$ cat src/rtl/tim_capture_seq.sv
// -----------------------------------------------------------------------------
// tim_capture_seq
//
// Capture sequencer for the vertical timing FSM on the PIXCLK domain. On an
// accepted start it writes the 24-bit shutter time over the 2-bit address /
// 8-bit data register bus, one byte per cycle (addresses 1..3, MSB first).
// It then runs a burst of frames. Each frame is a TRIG_LEN-cycle trigger
// pulse, followed by LINES vact rising edges, followed by the final vact
// fall. Frames are separated by a programmable gap.
//
// Optional feature (compile-time macro TIM_CAPTURE_SEQ_WATCHDOG_EN):
//   A 32-bit watchdog aborts WAITV/READ after TIMEOUT idle cycles and sets a
//   sticky error flag. Without the macro there is no counter and error is 0.
//
// Parameters
//   LINES     vact rising edges per frame (line counter is 12 bits)
//   TRIG_LEN  trigger pulse width in clk cycles
//   TIMEOUT   watchdog limit in clk cycles (watchdog build only)
//
// Ports
//   clk, rst_n   PIXCLK and asynchronous active-low reset
//   start        one-cycle burst request, honoured only in IDLE
//   abort        level, returns to IDLE from any state (wins over start)
//   shutter      24-bit shutter time, latched on accepted start
//   frames       burst length, 0 = continuous, latched on accepted start
//   gap          idle cycles between frame end and next trigger, latched
//   vact         line-active from the vertical FSM
//   reg_a/reg_d/reg_we  register write bus to the vertical FSM
//   trigger      trigger pulse to the vertical FSM
//   busy         high while a burst is in progress
//   frame_done   one-cycle pulse at the end of each frame
//   frame_idx    frames completed in the current burst (wraps)
//   error        sticky watchdog flag
// -----------------------------------------------------------------------------
module tim_capture_seq #(
  parameter int          LINES    = 3324,
  parameter int          TRIG_LEN = 4,
  parameter logic [31:0] TIMEOUT  = 32'd150_000_000
) (
  input  logic        clk,
  input  logic        rst_n,
  input  logic        start,
  input  logic        abort,
  input  logic [23:0] shutter,
  input  logic [7:0]  frames,
  input  logic [15:0] gap,
  input  logic        vact,
  output logic [1:0]  reg_a,
  output logic [7:0]  reg_d,
  output logic        reg_we,
  output logic        trigger,
  output logic        busy,
  output logic        frame_done,
  output logic [7:0]  frame_idx,
  output logic        error
);

  localparam logic [11:0] LINES_C   = 12'(LINES);
  localparam logic [15:0] TRIG_LAST = 16'(TRIG_LEN - 1);

  typedef enum logic [2:0] {
    IDLE  = 3'd0,
    CFG1  = 3'd1,
    CFG2  = 3'd2,
    CFG3  = 3'd3,
    TRIG  = 3'd4,
    WAITV = 3'd5,
    READ  = 3'd6,
    GAP   = 3'd7
  } state_t;

  state_t      state;
  state_t      state_n;

  // burst configuration, captured on accepted start only
  logic [23:0] shutter_q;
  logic [7:0]  frames_q;
  logic [15:0] gap_q;

  logic        vact_q;
  logic [15:0] trig_cnt;
  logic [15:0] gap_cnt;
  logic [11:0] line_cnt;

  logic        accept;
  logic        rise;
  logic        fall;
  logic        last_frame;
  logic        frame_end;

`ifdef TIM_CAPTURE_SEQ_WATCHDOG_EN
  logic [31:0] wd_cnt;
  logic        wd_fire;
  logic        error_q;
`endif

  assign accept     = (state == IDLE) && start && !abort;
  assign rise       = vact && !vact_q;
  assign fall       = !vact && vact_q;
  // frame_idx still holds the pre-increment count here
  assign last_frame = (frames_q != 8'd0) && (8'(frame_idx + 8'd1) == frames_q);

  // ---------------------------------------------------------------------------
  // Next-state logic
  // ---------------------------------------------------------------------------
  always_comb begin
    state_n   = state;
    frame_end = 1'b0;
`ifdef TIM_CAPTURE_SEQ_WATCHDOG_EN
    wd_fire   = 1'b0;
`endif
    case (state)
      IDLE:  if (start) state_n = CFG1;
      CFG1:  state_n = CFG2;
      CFG2:  state_n = CFG3;
      CFG3:  state_n = TRIG;
      TRIG:  if (trig_cnt == TRIG_LAST) state_n = WAITV;
      WAITV: if (rise) state_n = READ;
      READ: begin
        if (fall && (line_cnt == LINES_C)) begin
          frame_end = 1'b1;
          if (last_frame)          state_n = IDLE;
          else if (gap_q == 16'd0) state_n = TRIG;
          else                     state_n = GAP;
        end
      end
      GAP:   if (gap_cnt == 16'(gap_q - 16'd1)) state_n = TRIG;
      default: state_n = IDLE;
    endcase

`ifdef TIM_CAPTURE_SEQ_WATCHDOG_EN
    // counter value n means n full cycles since the last state change / line
    if (((state == WAITV) || (state == READ)) && (wd_cnt >= 32'(TIMEOUT - 32'd1))) begin
      state_n   = IDLE;
      frame_end = 1'b0;
      wd_fire   = 1'b1;
    end
`endif

    // abort overrides everything, including a frame ending this cycle
    if (abort) begin
      state_n   = IDLE;
      frame_end = 1'b0;
`ifdef TIM_CAPTURE_SEQ_WATCHDOG_EN
      wd_fire   = 1'b0;
`endif
    end
  end

  // ---------------------------------------------------------------------------
  // State, counters and registered outputs
  // ---------------------------------------------------------------------------
  always_ff @(posedge clk or negedge rst_n) begin
    if (!rst_n) begin
      state      <= IDLE;
      vact_q     <= 1'b0;
      trig_cnt   <= 16'd0;
      gap_cnt    <= 16'd0;
      line_cnt   <= 12'd0;
      reg_a      <= 2'd0;
      reg_d      <= 8'd0;
      reg_we     <= 1'b0;
      trigger    <= 1'b0;
      busy       <= 1'b0;
      frame_done <= 1'b0;
      frame_idx  <= 8'd0;
    end else begin
      state  <= state_n;
      vact_q <= vact;

      // both counters restart from 0 on every entry to their state
      trig_cnt <= (state == TRIG) ? 16'(trig_cnt + 16'd1) : 16'd0;
      gap_cnt  <= (state == GAP)  ? 16'(gap_cnt + 16'd1)  : 16'd0;

      // the rising edge that releases WAITV is line 1
      if ((state_n == WAITV) && (state != WAITV))
        line_cnt <= 12'd0;
      else if ((state == WAITV) && rise)
        line_cnt <= 12'd1;
      else if ((state == READ) && rise)
        line_cnt <= 12'(line_cnt + 12'd1);

      // outputs follow the current state one cycle later, so the CFG1 write
      // appears the cycle after the state register leaves IDLE
      reg_we <= 1'b0;
      reg_a  <= 2'd0;
      reg_d  <= 8'd0;
      if (!abort) begin
        case (state)
          CFG1: begin reg_we <= 1'b1; reg_a <= 2'd1; reg_d <= shutter_q[23:16]; end
          CFG2: begin reg_we <= 1'b1; reg_a <= 2'd2; reg_d <= shutter_q[15:8];  end
          CFG3: begin reg_we <= 1'b1; reg_a <= 2'd3; reg_d <= shutter_q[7:0];   end
          default: ;
        endcase
      end
      trigger <= (state == TRIG) && !abort;

      // looking at state_n lets busy fall together with the last frame_done
      // and immediately on abort, while still rising one cycle after start
      busy <= (state != IDLE) && (state_n != IDLE);

      frame_done <= frame_end;
      if (accept)
        frame_idx <= 8'd0;
      else if (frame_end)
        frame_idx <= 8'(frame_idx + 8'd1);
    end
  end

  always_ff @(posedge clk) begin
    if (accept) begin
      shutter_q <= shutter;
      frames_q  <= frames;
      gap_q     <= gap;
    end
  end

`ifdef TIM_CAPTURE_SEQ_WATCHDOG_EN
  // ---------------------------------------------------------------------------
  // Watchdog
  // ---------------------------------------------------------------------------
  always_ff @(posedge clk or negedge rst_n) begin
    if (!rst_n) begin
      wd_cnt  <= 32'd0;
      error_q <= 1'b0;
    end else begin
      if ((state_n != state) || rise)
        wd_cnt <= 32'd0;
      else if ((state == WAITV) || (state == READ))
        wd_cnt <= 32'(wd_cnt + 32'd1);
      else
        wd_cnt <= 32'd0;

      if (accept)
        error_q <= 1'b0;
      else if (wd_fire)
        error_q <= 1'b1;
    end
  end

  assign error = error_q;
`else
  logic unused_timeout;
  assign unused_timeout = ^TIMEOUT;
  assign error          = 1'b0;
`endif

endmodule

$ cat config.mk
export PLATFORM = sky130hd
export DESIGN_NAME = tim_capture_seq
export DESIGN_NICKNAME = d
export VERILOG_FILES = /design/src/rtl/tim_capture_seq.sv
export SDC_FILE = /design/constraint.sdc
export NUM_CORES = 1
export LEC_CHECK = 0
export BUFFER_PORTS_ARGS = -buffer_cell sky130_fd_sc_hd__buf_2
export CAP_MARGIN = 20
export CORE_ASPECT_RATIO = 0.6
export CORE_MARGIN = 1.5
export CORE_UTILIZATION = 40
export DETAILED_ROUTE_END_ITERATION = 10
export HOLD_SLACK_MARGIN = 0.06
export PLACE_DENSITY = 0.64
export SYNTH_ARGS = -nofsm -noshare
export SYNTH_HDL_FRONTEND = slang
export SYNTH_SLANG_ARGS = --single-unit
$ cat constraint.sdc
create_clock -name clk -period 3.05 [get_ports clk]
set_input_delay 0.305 -clock clk [delete_from_list [all_inputs] [get_ports clk]]
set_output_delay 0.305 -clock clk [all_outputs]
set_load 0.03 [all_outputs]
==> metrics <==
final max-slew violation count 0; Static Leak 3.18 nW; placed cell count 805; Tcrit/Tclk final 1.04; H-tree levels 4; Final nets 736; crit end category flop; final wirelength 14.3 mm; cell mode on critical path or4_4; P_int 3.26 mW; Worst-Margin Slew 0.520 ns; outcome finished, violations left; slowest CP cell or4_4; Area growth syn-to-layout 33.3%; power share of the clock group 0.511; Initial Util 0.413; cell breakdown of the critical path or4_4 -> or4_4 -> or3_1 -> o211a_1 -> or4_4 -> a22oi_2 -> and4bb_4 -> nor2_1; Max Clock Freq 315 MHz; hpwl dp 9.64 mm; fillers 1177; Clock Skew 0.0148 ns; Switch Pwr 0.952 mW; IO buf count 74; WS Path Type flop to flop; Final Core Density 0.551; initial detailed-routing violation count 243; register area 0.00319 mm²; commonest register cell after synthesis dfrtp_1; grt ovf 0; max incr delay on CP 0.56 ns; CTS sink cnt 118; largest net degree at the start of global routing 47; area leader, netlist dfrtp_1; maximum clock insertion buffer count 2; Clock Pin Slew Worst Setup and Hold Paths 0.06 ns; total iterations of the first detailed-routing run 5; clk root buf clkbuf_16; r2r worst-path depth 8; CTS buffer count 17; DIE AREA 0.0150 mm²; IO Pins 76; Total GRT Usage 0.204; post-synthesis cell count 526; worst r2r src gap_q[0]; Power per Cell Area 554 mW/mm²; Synthesized Nets 585; WL per Instance 16.2 µm; Critical Path AT 3.46 ns; hold depth 1; final setup violation count 12; crit path launch type flop; final worst setup slack -0.120 ns; failing checks setup timing; critical path peak fanout 6; RSZ-0062 raised after global routing true; number of routed nets with antenna violations 0; number of max-cap violations 0; Final Hold Vio Count 0; Crit path depth 8; Via Count 4549; Final Instance Count excl. Fillers 882; Worst Path Required 3.34 ns; die height 95.5 µm; EDFF count, synth 48; CP top delay family simple AND/OR/NAND/NOR gates; Comb power frac 0.074; DR vias/cell 5.16; register area share after synthesis 0.560; post-synthesis instance area 0.00570 mm²; antenna violations before repair 0; post-synth top area share 0.307; R2R Path End line_cnt[11]; CTS tree built; VDD IR-drop max 0.000334 V; Buf+Inv Stages, Crit Path 0; flop2flop setup slack -0.12 ns; Final Wtd Congestion 0.965; number of global-route vias before repair 4599; core area 0.0138 mm²; antenna diode count 0; area of the multi-input gates 0.00242 mm²; #FFs+latches synth 118; Slew HR 0.651; sequential power share 0.415; share of post-route cells with drive strength above 1 0.254; Async SR Flop Fraction 0.593; Hold/Removal Path Class input pin to flop; Ys Warns 0; worst hold start shutter[12]; Min Clock Period, post-route 3.17 ns; Worst-Skew Late Latency 0.42 ns; DRC 0; global-route wire length before repair 23.2 mm; syn_area_per_cell 10.8 µm²; Hold EP shutter_q[12]; Die X 157 µm; # rows 33; top cells by area, synth dfrtp_1 (31%), edfxtp_1 (25%), xnor2_1 (4.8%), xor2_1 (4.8%), nor2_1 (4.6%); sw frac 0.226; post-layout power 4.21 mW; Yosys cell types 62
==> layout by cell type, fill, tap and decap left out, drive strengths merged, types with 4 or more instances in the layout <==
| master | n |
|---|---|
| nor4 | 7 |
| nand4 | 5 |
| bufinv | 4 |
| mux2 | 9 |
| dlygate4sd3 | 36 |
| xor2 | 31 |
| or4 | 7 |
| nand3b | 8 |
| nor2b | 7 |
| a21oi | 11 |
| nand2 | 49 |
| nor2 | 71 |
| dfrtp | 70 |
| a31oi | 6 |
| a22oi | 9 |
| buf | 112 |
| xnor2 | 31 |
| nand3 | 22 |
| or3 | 11 |
| o21ai | 20 |
| ha | 6 |
| inv | 19 |
| and3 | 11 |
| clkbuf | 18 |
| clkinvlp | 4 |
| edfxtp | 48 |
| nor3 | 13 |
==> sequential cells by signal, summed over array words and instances, names as in the netlist <==
register	flops
reg_a	2
shutter_q	24
frames_q	8
busy	1
vact_q	1
line_cnt	12
gap_q	16
reg_we	1
trigger	1
frame_idx	8
trig_cnt	16
reg_d	8
state	3
gap_cnt	16
frame_done	1
==> per-layer routing <==
| metal | vias to the layer above | track usage | wire, µm |
|---|---|---|---|
| met3 | 12 | 0.0636 | 937 |
| li1 | 2166 | - | - |
| met5 | - | 0 | 0 |
| met1 | 2224 | 0.285 | 6900 |
| met4 | 0 | 0.0566 | 99 |
| met2 | 147 | 0.308 | 6370 |
==> synthesized netlist by cell type (2+ instances only) <==
master / number
nand3b_1: 8
or4_4: 2
mux2_2: 9
ha_1: 6
o21ai_0: 20
a21o_1: 2
nor2b_1: 7
and2_1: 3
clkbuf_1: 8
nor4_1: 6
nand4_1: 5
edfxtp_1: 48
nor3_1: 13
xor2_1: 31
a31oi_1: 6
or4_1: 5
or3_1: 10
nand3_1: 22
nand2b_1: 3
o41ai_1: 3
o2bb2ai_1: 2
nand2_1: 49
buf_4: 6
dfrtp_1: 70
nor2_1: 70
xnor2_1: 31
or2_2: 2
and3_1: 11
o22ai_1: 2
a22oi_1: 9
inv_1: 16
a21oi_1: 11
==> area by class of cell <==
type	instances	area share
Sequential cell	118	0.420
Multi-Input combinational cell	376	0.319
Timing Repair Buffer	148	0.137
Clock buffer	18	0.0578
Tap cell	192	0.0316
Clock inverter	14	0.0262
Inverter	16	0.00790
==> worst max path at each step <==
| stage | start | to |
|---|---|---|
| 5_1_grt | gap_q[0] | line_cnt[6] |
| 2_1_floorplan | gap_q[0] | line_cnt[1] |
| 3_3_place_gp | gap_q[0] | line_cnt[5] |
| 4_1_cts | gap_q[0] | line_cnt[0] |
| 6_report | gap_q[0] | line_cnt[11] |
| 3_5_place_dp | gap_q[1] | line_cnt[11] |
==> cells by family after synthesis <==
kind of cell | share of synthesized area
AND/OR/NAND/NOR | 0.200
flip-flops | 0.560
AO/OA/AOI/OAI | 0.0832
XOR/XNOR | 0.0953
buffers and inverters | 0.0283
multiplexers | 0.0195
adder cells (fa/ha/maj) | 0.0132
other | 0.000658
==> power groups by stage <==
stage | sequential, mW | combinational [mW] | clock, mW
finish | 1.75 | 0.311 | 2.15
global route | 1.75 | 0.339 | 2.27
CTS | 1.75 | 0.289 | 2.19
detailed placement | 1.77 | 0.255 | 0
global placement | 1.77 | 0.247 | 0
floorplan | 1.78 | 0.126 | 0
==> metrics by stage <==
step	setup slack, ns	TNS [ns]	hold WS, ns	instance area, µm²
after floorplan	0.00585	0	0.00941	5710
after global placement	0.0198	0	0.437	6460
after detailed placement	-0.130	-1.35	0.435	6460
after CTS	-0.0190	-0.0538	0.0606	7420
after global routing	-0.175	-1.89	0.0601	7600
final	-0.120	-1.22	0.0733	7600
==> repair_timing <==
| action | CTS | global route |
|---|---|---|
| pin swaps | 5 | 6 |
| gates resized for setup | 6 | 7 |
| endpoints found under the hold margin | 25 | 18 |
| endpoints found under the setup margin | 12 | 12 |
| buffers inserted | 5 | 2 |
| hold buffers | 25 | 11 |
| gates cloned | 1 | 0 |
(Power assumes the default switching activity.)
